[config.mk]
export PLATFORM = sky130hd
export DESIGN_NAME = fd_uart
export DESIGN_NICKNAME = d
export VERILOG_FILES = /design/src/rtl/fd_uart.sv
export SDC_FILE = /design/constraint.sdc
export NUM_CORES = 1
export LEC_CHECK = 0
export BUFFER_PORTS_ARGS = -buffer_cell sky130_fd_sc_hd__buf_2
export CAP_MARGIN = 20
export CORE_MARGIN = 4
export CORE_UTILIZATION = 25
export CTS_BUF_LIST = sky130_fd_sc_hd__clkbuf_4 sky130_fd_sc_hd__clkbuf_8 sky130_fd_sc_hd__clkbuf_16
export DETAILED_ROUTE_END_ITERATION = 8
export PLACE_DENSITY = 0.5
export REMOVE_ABC_BUFFERS = 1
export SYNTH_ARGS = -nofsm -noshare
export SYNTH_HDL_FRONTEND = slang
export SYNTH_SLANG_ARGS = --single-unit
[constraint.sdc]
create_clock -name clk -period 4.5 [get_ports clk]
set_input_delay 0.225 -clock clk [delete_from_list [all_inputs] [get_ports clk]]
set_output_delay 0.225 -clock clk [all_outputs]
set_load 0.02 [all_outputs]
[src/rtl/fd_uart.sv]
// fd_uart: full-duplex 8N1 UART with independent TX and RX state machines.
// Optional feature: define UART_PARITY_EN to add an even-parity bit after
// data bit 7 (11-bit frame); RX then flags parity mismatch as well as a
// bad stop bit on error_flag.
module fd_uart #(
  parameter int CLKS_PER_BIT = 434
) (
  input  logic       clk,
  input  logic       reset,
  input  logic       Tx_start,
  input  logic [7:0] data_in,
  input  logic       rx_serial_in,
  output logic       tx_serial_out,
  output logic       tx_done,
  output logic [7:0] rx_data,
  output logic       rx_done,
  output logic       error_flag
);

  localparam int CW = $clog2(CLKS_PER_BIT);
  localparam logic [CW-1:0] BIT_LAST  = CW'(CLKS_PER_BIT - 1);
  localparam logic [CW-1:0] HALF_LAST = CW'(CLKS_PER_BIT / 2 - 1);
  localparam logic [CW-1:0] CNT_ONE   = CW'(1);

  typedef enum logic [2:0] {
    ST_IDLE   = 3'd0,
    ST_START  = 3'd1,
    ST_DATA   = 3'd2,
    ST_PARITY = 3'd3,
    ST_STOP   = 3'd4
  } state_t;

  // Even parity: the parity bit makes the total count of ones even.
  function automatic logic even_parity(input logic [7:0] d);
    return ^d;
  endfunction

  state_t          tx_state_r;
  logic [CW-1:0]   tx_cnt_r;
  logic [2:0]      tx_bit_r;
  logic [7:0]      tx_shift_r;
`ifdef UART_PARITY_EN
  logic            tx_par_r;
  logic            rx_par_err_r;
`endif

  state_t          rx_state_r;
  logic [CW-1:0]   rx_cnt_r;
  logic [2:0]      rx_bit_r;
  logic [7:0]      rx_shift_r;
  logic            rx_meta_r;
  logic            rx_sync_r;

  // Transmitter: serialise the latched byte, one bit per CLKS_PER_BIT cycles.
  always_ff @(posedge clk) begin
    if (reset) begin
      tx_state_r    <= ST_IDLE;
      tx_cnt_r      <= '0;
      tx_bit_r      <= 3'd0;
      tx_shift_r    <= 8'h00;
      tx_serial_out <= 1'b1;
      tx_done       <= 1'b0;
`ifdef UART_PARITY_EN
      tx_par_r      <= 1'b0;
`endif
    end else begin
      case (tx_state_r)
        ST_IDLE: begin
          if (Tx_start) begin
            tx_shift_r    <= data_in;
`ifdef UART_PARITY_EN
            tx_par_r      <= even_parity(data_in);
`endif
            tx_done       <= 1'b0;
            tx_serial_out <= 1'b0;
            tx_cnt_r      <= '0;
            tx_state_r    <= ST_START;
          end
        end
        ST_START: begin
          if (tx_cnt_r == BIT_LAST) begin
            tx_cnt_r      <= '0;
            tx_bit_r      <= 3'd0;
            tx_serial_out <= tx_shift_r[0];
            tx_state_r    <= ST_DATA;
          end else begin
            tx_cnt_r <= tx_cnt_r + CNT_ONE;
          end
        end
        ST_DATA: begin
          if (tx_cnt_r == BIT_LAST) begin
            tx_cnt_r <= '0;
            if (tx_bit_r == 3'd7) begin
`ifdef UART_PARITY_EN
              tx_serial_out <= tx_par_r;
              tx_state_r    <= ST_PARITY;
`else
              tx_serial_out <= 1'b1;
              tx_state_r    <= ST_STOP;
`endif
            end else begin
              tx_bit_r      <= tx_bit_r + 3'd1;
              tx_shift_r    <= {1'b0, tx_shift_r[7:1]};
              tx_serial_out <= tx_shift_r[1];
            end
          end else begin
            tx_cnt_r <= tx_cnt_r + CNT_ONE;
          end
        end
`ifdef UART_PARITY_EN
        ST_PARITY: begin
          if (tx_cnt_r == BIT_LAST) begin
            tx_cnt_r      <= '0;
            tx_serial_out <= 1'b1;
            tx_state_r    <= ST_STOP;
          end else begin
            tx_cnt_r <= tx_cnt_r + CNT_ONE;
          end
        end
`endif
        ST_STOP: begin
          if (tx_cnt_r == BIT_LAST) begin
            tx_cnt_r   <= '0;
            tx_done    <= 1'b1;
            tx_state_r <= ST_IDLE;
          end else begin
            tx_cnt_r <= tx_cnt_r + CNT_ONE;
          end
        end
        default: begin
          tx_cnt_r      <= '0;
          tx_serial_out <= 1'b1;
          tx_state_r    <= ST_IDLE;
        end
      endcase
    end
  end

  // Two-flop synchroniser for the asynchronous serial input (idles high).
  always_ff @(posedge clk) begin
    if (reset) begin
      rx_meta_r <= 1'b1;
      rx_sync_r <= 1'b1;
    end else begin
      rx_meta_r <= rx_serial_in;
      rx_sync_r <= rx_meta_r;
    end
  end

  // Receiver: confirm start at half-bit, then sample every bit at its centre.
  // rx_done is only cleared once a start bit is confirmed, so a short low
  // glitch on an idle line leaves all outputs untouched.
  always_ff @(posedge clk) begin
    if (reset) begin
      rx_state_r   <= ST_IDLE;
      rx_cnt_r     <= '0;
      rx_bit_r     <= 3'd0;
      rx_shift_r   <= 8'h00;
      rx_data      <= 8'h00;
      rx_done      <= 1'b0;
      error_flag   <= 1'b0;
`ifdef UART_PARITY_EN
      rx_par_err_r <= 1'b0;
`endif
    end else begin
      case (rx_state_r)
        ST_IDLE: begin
          rx_cnt_r <= '0;
          if (!rx_sync_r) begin
            rx_state_r <= ST_START;
          end
        end
        ST_START: begin
          if (rx_cnt_r == HALF_LAST) begin
            rx_cnt_r <= '0;
            if (!rx_sync_r) begin
              rx_done    <= 1'b0;
              rx_bit_r   <= 3'd0;
              rx_state_r <= ST_DATA;
            end else begin
              rx_state_r <= ST_IDLE;
            end
          end else begin
            rx_cnt_r <= rx_cnt_r + CNT_ONE;
          end
        end
        ST_DATA: begin
          if (rx_cnt_r == BIT_LAST) begin
            rx_cnt_r   <= '0;
            rx_shift_r <= {rx_sync_r, rx_shift_r[7:1]};
            if (rx_bit_r == 3'd7) begin
`ifdef UART_PARITY_EN
              rx_state_r <= ST_PARITY;
`else
              rx_state_r <= ST_STOP;
`endif
            end else begin
              rx_bit_r <= rx_bit_r + 3'd1;
            end
          end else begin
            rx_cnt_r <= rx_cnt_r + CNT_ONE;
          end
        end
`ifdef UART_PARITY_EN
        ST_PARITY: begin
          if (rx_cnt_r == BIT_LAST) begin
            rx_cnt_r     <= '0;
            rx_par_err_r <= rx_sync_r ^ even_parity(rx_shift_r);
            rx_state_r   <= ST_STOP;
          end else begin
            rx_cnt_r <= rx_cnt_r + CNT_ONE;
          end
        end
`endif
        ST_STOP: begin
          if (rx_cnt_r == BIT_LAST) begin
            rx_cnt_r   <= '0;
            rx_data    <= rx_shift_r;
            rx_done    <= 1'b1;
`ifdef UART_PARITY_EN
            error_flag <= ~rx_sync_r | rx_par_err_r;
`else
            error_flag <= ~rx_sync_r;
`endif
            rx_state_r <= ST_IDLE;
          end else begin
            rx_cnt_r <= rx_cnt_r + CNT_ONE;
          end
        end
        default: begin
          rx_cnt_r   <= '0;
          rx_state_r <= ST_IDLE;
        end
      endcase
    end
  end

endmodule

==> metrics.md <==
| Metric | Value |
|---|---|
| CTS Root Cell | `clkbuf_16` |
| Initial antenna violation count | `0` |
| Status | `finished clean` |
| Setup violations, final | `0` |
| Final Core Density | `30.98%` |
| CORE AREA | `11080 um^2` |
| Worst skew pair latency | `330 ps` |
| Leakage | `1.342 nW` |
| CP Class | `flip-flop to flip-flop` |
| Die H | `115.5 um` |
| Cell repeated most along the worst path | `mux2_2` |
| TritonCTS clock tree | `yes` |
| Synth Area per Inst | `9.662 um^2` |
| Total number of vias | `2199` |
| Pwr dens | `398.1 nW/um^2` |
| Hold Crit Class | `primary input to flip-flop` |
| H-tree depth | `3` |
| Post-DP Area | `3099 um^2` |
| Tmin final | `2646 ps` |
| Vias in the first global route | `2180` |
| Post-CTS Setup Inserts | `0` |
| Clock sinks | `60` |
| Worst Hold Endpoint | `rx_meta_r$_SDFF_PP1_` |
| Die W | `115.5 um` |
| Setup TNS | `0 ps` |
| Wirelength per Cell | `12.92 um` |
| Hold depth | `2` |
| RSZ-0062 raised after global routing | `no` |
| Via density | `4.749` |
| Total power | `1.366 mW` |
| CP max FO | `20` |
| Met3 WL | `320 um` |
| Critical Path RT | `4710 ps` |
| Synth Area in Adders | `3.898%` |
| Worst Tran Pin Value | `902.7 ps` |
| Reg2Reg Depth | `4` |
| Nets | `339` |
| Mux contribution to synthesized area | `10.31%` |
| Hold Crit Start | `rx_serial_in` |
| CP peak stage delay | `880 ps` |
| Routed WL | `5980 um` |
| Final Slew Violations | `0` |
| P&R area growth vs syn | `18.80%` |
| EDFF count, synth | `0` |
| TritonCTS buffer count | `9` |
| Total GRT Usage | `9.870%` |
| RePlAce Congestion | `0.7330` |
| Commonest non-fill, non-tap cell in the layout | `dfxtp_1` |
| Ys flop type | `dfxtp_1` |
| Flop-to-flop setup slack | `1850 ps` |
| Final routed DRC violation total | `0` |
| Hold Fails Final Rpt | `0` |
| Met1 Wirelength | `2740 um` |
| Max VDD drop | `0.2026 mV` |
| Pre-Repair DR Iteration Count | `4` |
| Dpl hpwl | `3998 um` |
| Largest family of logic cells by synthesized area | `simple AND/OR/NAND/NOR gates` |
| Yosys reg bits | `60` |
| Global route overflow | `0` |
| Gate Count Post-Synth | `299` |
| WL met2 | `2831 um` |
| Critical Path Start Type | `flip-flop` |
| Cell variety after synth | `59` |
| I/O pin count | `24` |
| Most frequent cells in the layout | `dfxtp_1, nor2_1, mux2i_1, buf_2, nand2_1` |
| FF-to-FF End | `tx_state_r[2]$_SDFFE_PP0P_` |
| Fin crit share | `58.80%` |
| Max_slew headroom | `39.82%` |
| Design area | `3432 um^2` |
| Post-CTS sizing | `0` |
| Ys Warns | `0` |
| Post-synthesis compound-gate area fraction | `13.99%` |
| Post-Synth XOR/XNOR Area | `5.154%` |
| Initial Util | `26.08%` |
| Data arrival, critical path | `2860 ps` |
| Site row count | `38` |
| Remaining antenna violation count after routing | `0` |
| Fraction of layout cells with a size suffix above 1 | `18.58%` |
| Port buffer count | `23` |
| Die ar. | `13340 um^2` |
| Critical path cell sequence | `nor2_1, mux2_2, a21oi_1, mux2_2` |
| Reg2Reg Launch Point | `tx_state_r[1]$_SDFFE_PP0P_` |
| Area share of and/or/nand/nor cells after synthesis | `20.87%` |
| Sequential fraction of the synthesis area | `41.58%` |
| Clock Pin Slew Worst Setup and Hold Paths | `50 ps` |
| Clock Path Buffers | `2` |
| Hold Buf Count CTS | `0` |
| Setup crit end kind | `flip-flop` |
| Mapped cell area | `2889 um^2` |
| Global-route wire length before repair | `10310 um` |
| Clock skew | `4.194 ps` |
| Peak Freq | `377.9 MHz` |
| # Max-Cap Violations | `0` |
| Initial DRC count | `83` |
| Slowest stage cell on the critical path | `dfxtp_1` |
| Antenna diodes | `0` |
| FFs w/ async S/R, synth | `0%` |
| Largest net degree at the start of global routing | `51` |
| Highest routed metal layer | `met4` |
## critical path: cells and delay by family (launching register included)
kind / cells / cell delay (ps)
AND/OR/NAND/NOR: 1 / 190
flip-flops: 1 / 880
AO/OA/AOI/OAI: 1 / 710
multiplexers: 2 / 750
## report_power, final
part	switching (mW)	total, mW	internal (mW)	leakage [nW]
registers	0.0122	0.556	0.544	0.486
clock network	0.234	0.736	0.502	0.163
logic	0.0441	0.0736	0.0295	0.692
total	0.290	1.37	1.08	1.34
## worst max-delay path by stage
stage                                    start                          to  cells after the start
CTS                 tx_state_r[1]$_SDFFE_PP0P_  tx_state_r[2]$_SDFFE_PP0P_                      4
global route        tx_state_r[1]$_SDFFE_PP0P_  tx_state_r[2]$_SDFFE_PP0P_                      4
global placement    tx_state_r[1]$_SDFFE_PP0P_  tx_state_r[2]$_SDFFE_PP0P_                      4
detailed placement  tx_state_r[1]$_SDFFE_PP0P_  tx_state_r[2]$_SDFFE_PP0P_                      4
floorplan           tx_state_r[1]$_SDFFE_PP0P_  tx_state_r[2]$_SDFFE_PP0P_                      4
finish              tx_state_r[1]$_SDFFE_PP0P_  tx_state_r[2]$_SDFFE_PP0P_                      4
## registers in the layout (all words and copies together), names as in the netlist
signal / flops
rx_data: 8
rx_meta_r: 1
rx_done: 1
rx_shift_r: 8
error_flag: 1
rx_cnt_r: 9
tx_done: 1
tx_state_r: 3
tx_bit_r: 3
tx_cnt_r: 9
tx_shift_r: 8
rx_state_r: 3
rx_sync_r: 1
rx_bit_r: 3
tx_serial_out: 1
## layout make-up
cell class                      instances  area [um^2]
Fill cell                            1169         7646
Sequential cell                        60         1201
Tap cell                              140        175.2
Inverter                                9        33.78
Clock buffer                           11        246.5
Multi-Input combinational cell        213         1567
Timing Repair Buffer                   25        133.9
Clock inverter                          5        75.07
## cell families (layout without fill, tap and decap cells)
group           Yosys count  count (layout)
compound gates           49              49
xor+xnor                 17              17
fa+ha+maj                 9               9
buf+inv                  26              50
flops                    60              60
mux                      29              29
simple gates            109             109
## routing by layer
metal,global-route usage [%],vias up
li1,-,1123
met1,11.39,1025
met2,15.90,45
met3,4.334,6
met4,4.304,0
met5,0,-
## synth_stat cells, types with 3 or more instances
| master | instances | area [um^2] |
|---|---|---|
| or2_2 | 3 | 18.77 |
| nand2_1 | 14 | 52.55 |
| nor4_1 | 4 | 25.02 |
| nand3_1 | 6 | 30.03 |
| mux2i_1 | 26 | 260.3 |
| buf_2 | 6 | 30.03 |
| xor2_1 | 7 | 61.31 |
| a21oi_1 | 13 | 65.06 |
| nand4_1 | 5 | 31.28 |
| o21a_1 | 3 | 22.52 |
| clkbuf_1 | 7 | 26.28 |
| o21ai_0 | 3 | 15.01 |
| and3_1 | 3 | 18.77 |
| ha_1 | 9 | 112.6 |
| inv_1 | 8 | 30.03 |
| nor3_1 | 13 | 65.06 |
| a31oi_1 | 3 | 18.77 |
| xnor2_1 | 10 | 87.58 |
| nor2_1 | 38 | 142.6 |
| dfxtp_1 | 60 | 1201 |
| nor2b_1 | 4 | 25.02 |
| a311oi_1 | 7 | 61.31 |
## metrics by stage
step           cells  hold slack (ps)  worst slack [ps]
2_1_floorplan    282            293.9              2291
3_3_place_gp     446            399.2              1892
3_5_place_dp     446            403.5              1863
4_1_cts          462            71.43              1848
5_1_grt          463            89.67              1628
6_report         463            85.59              1854
No activity file was read; power rests on OpenSTA's default activity.
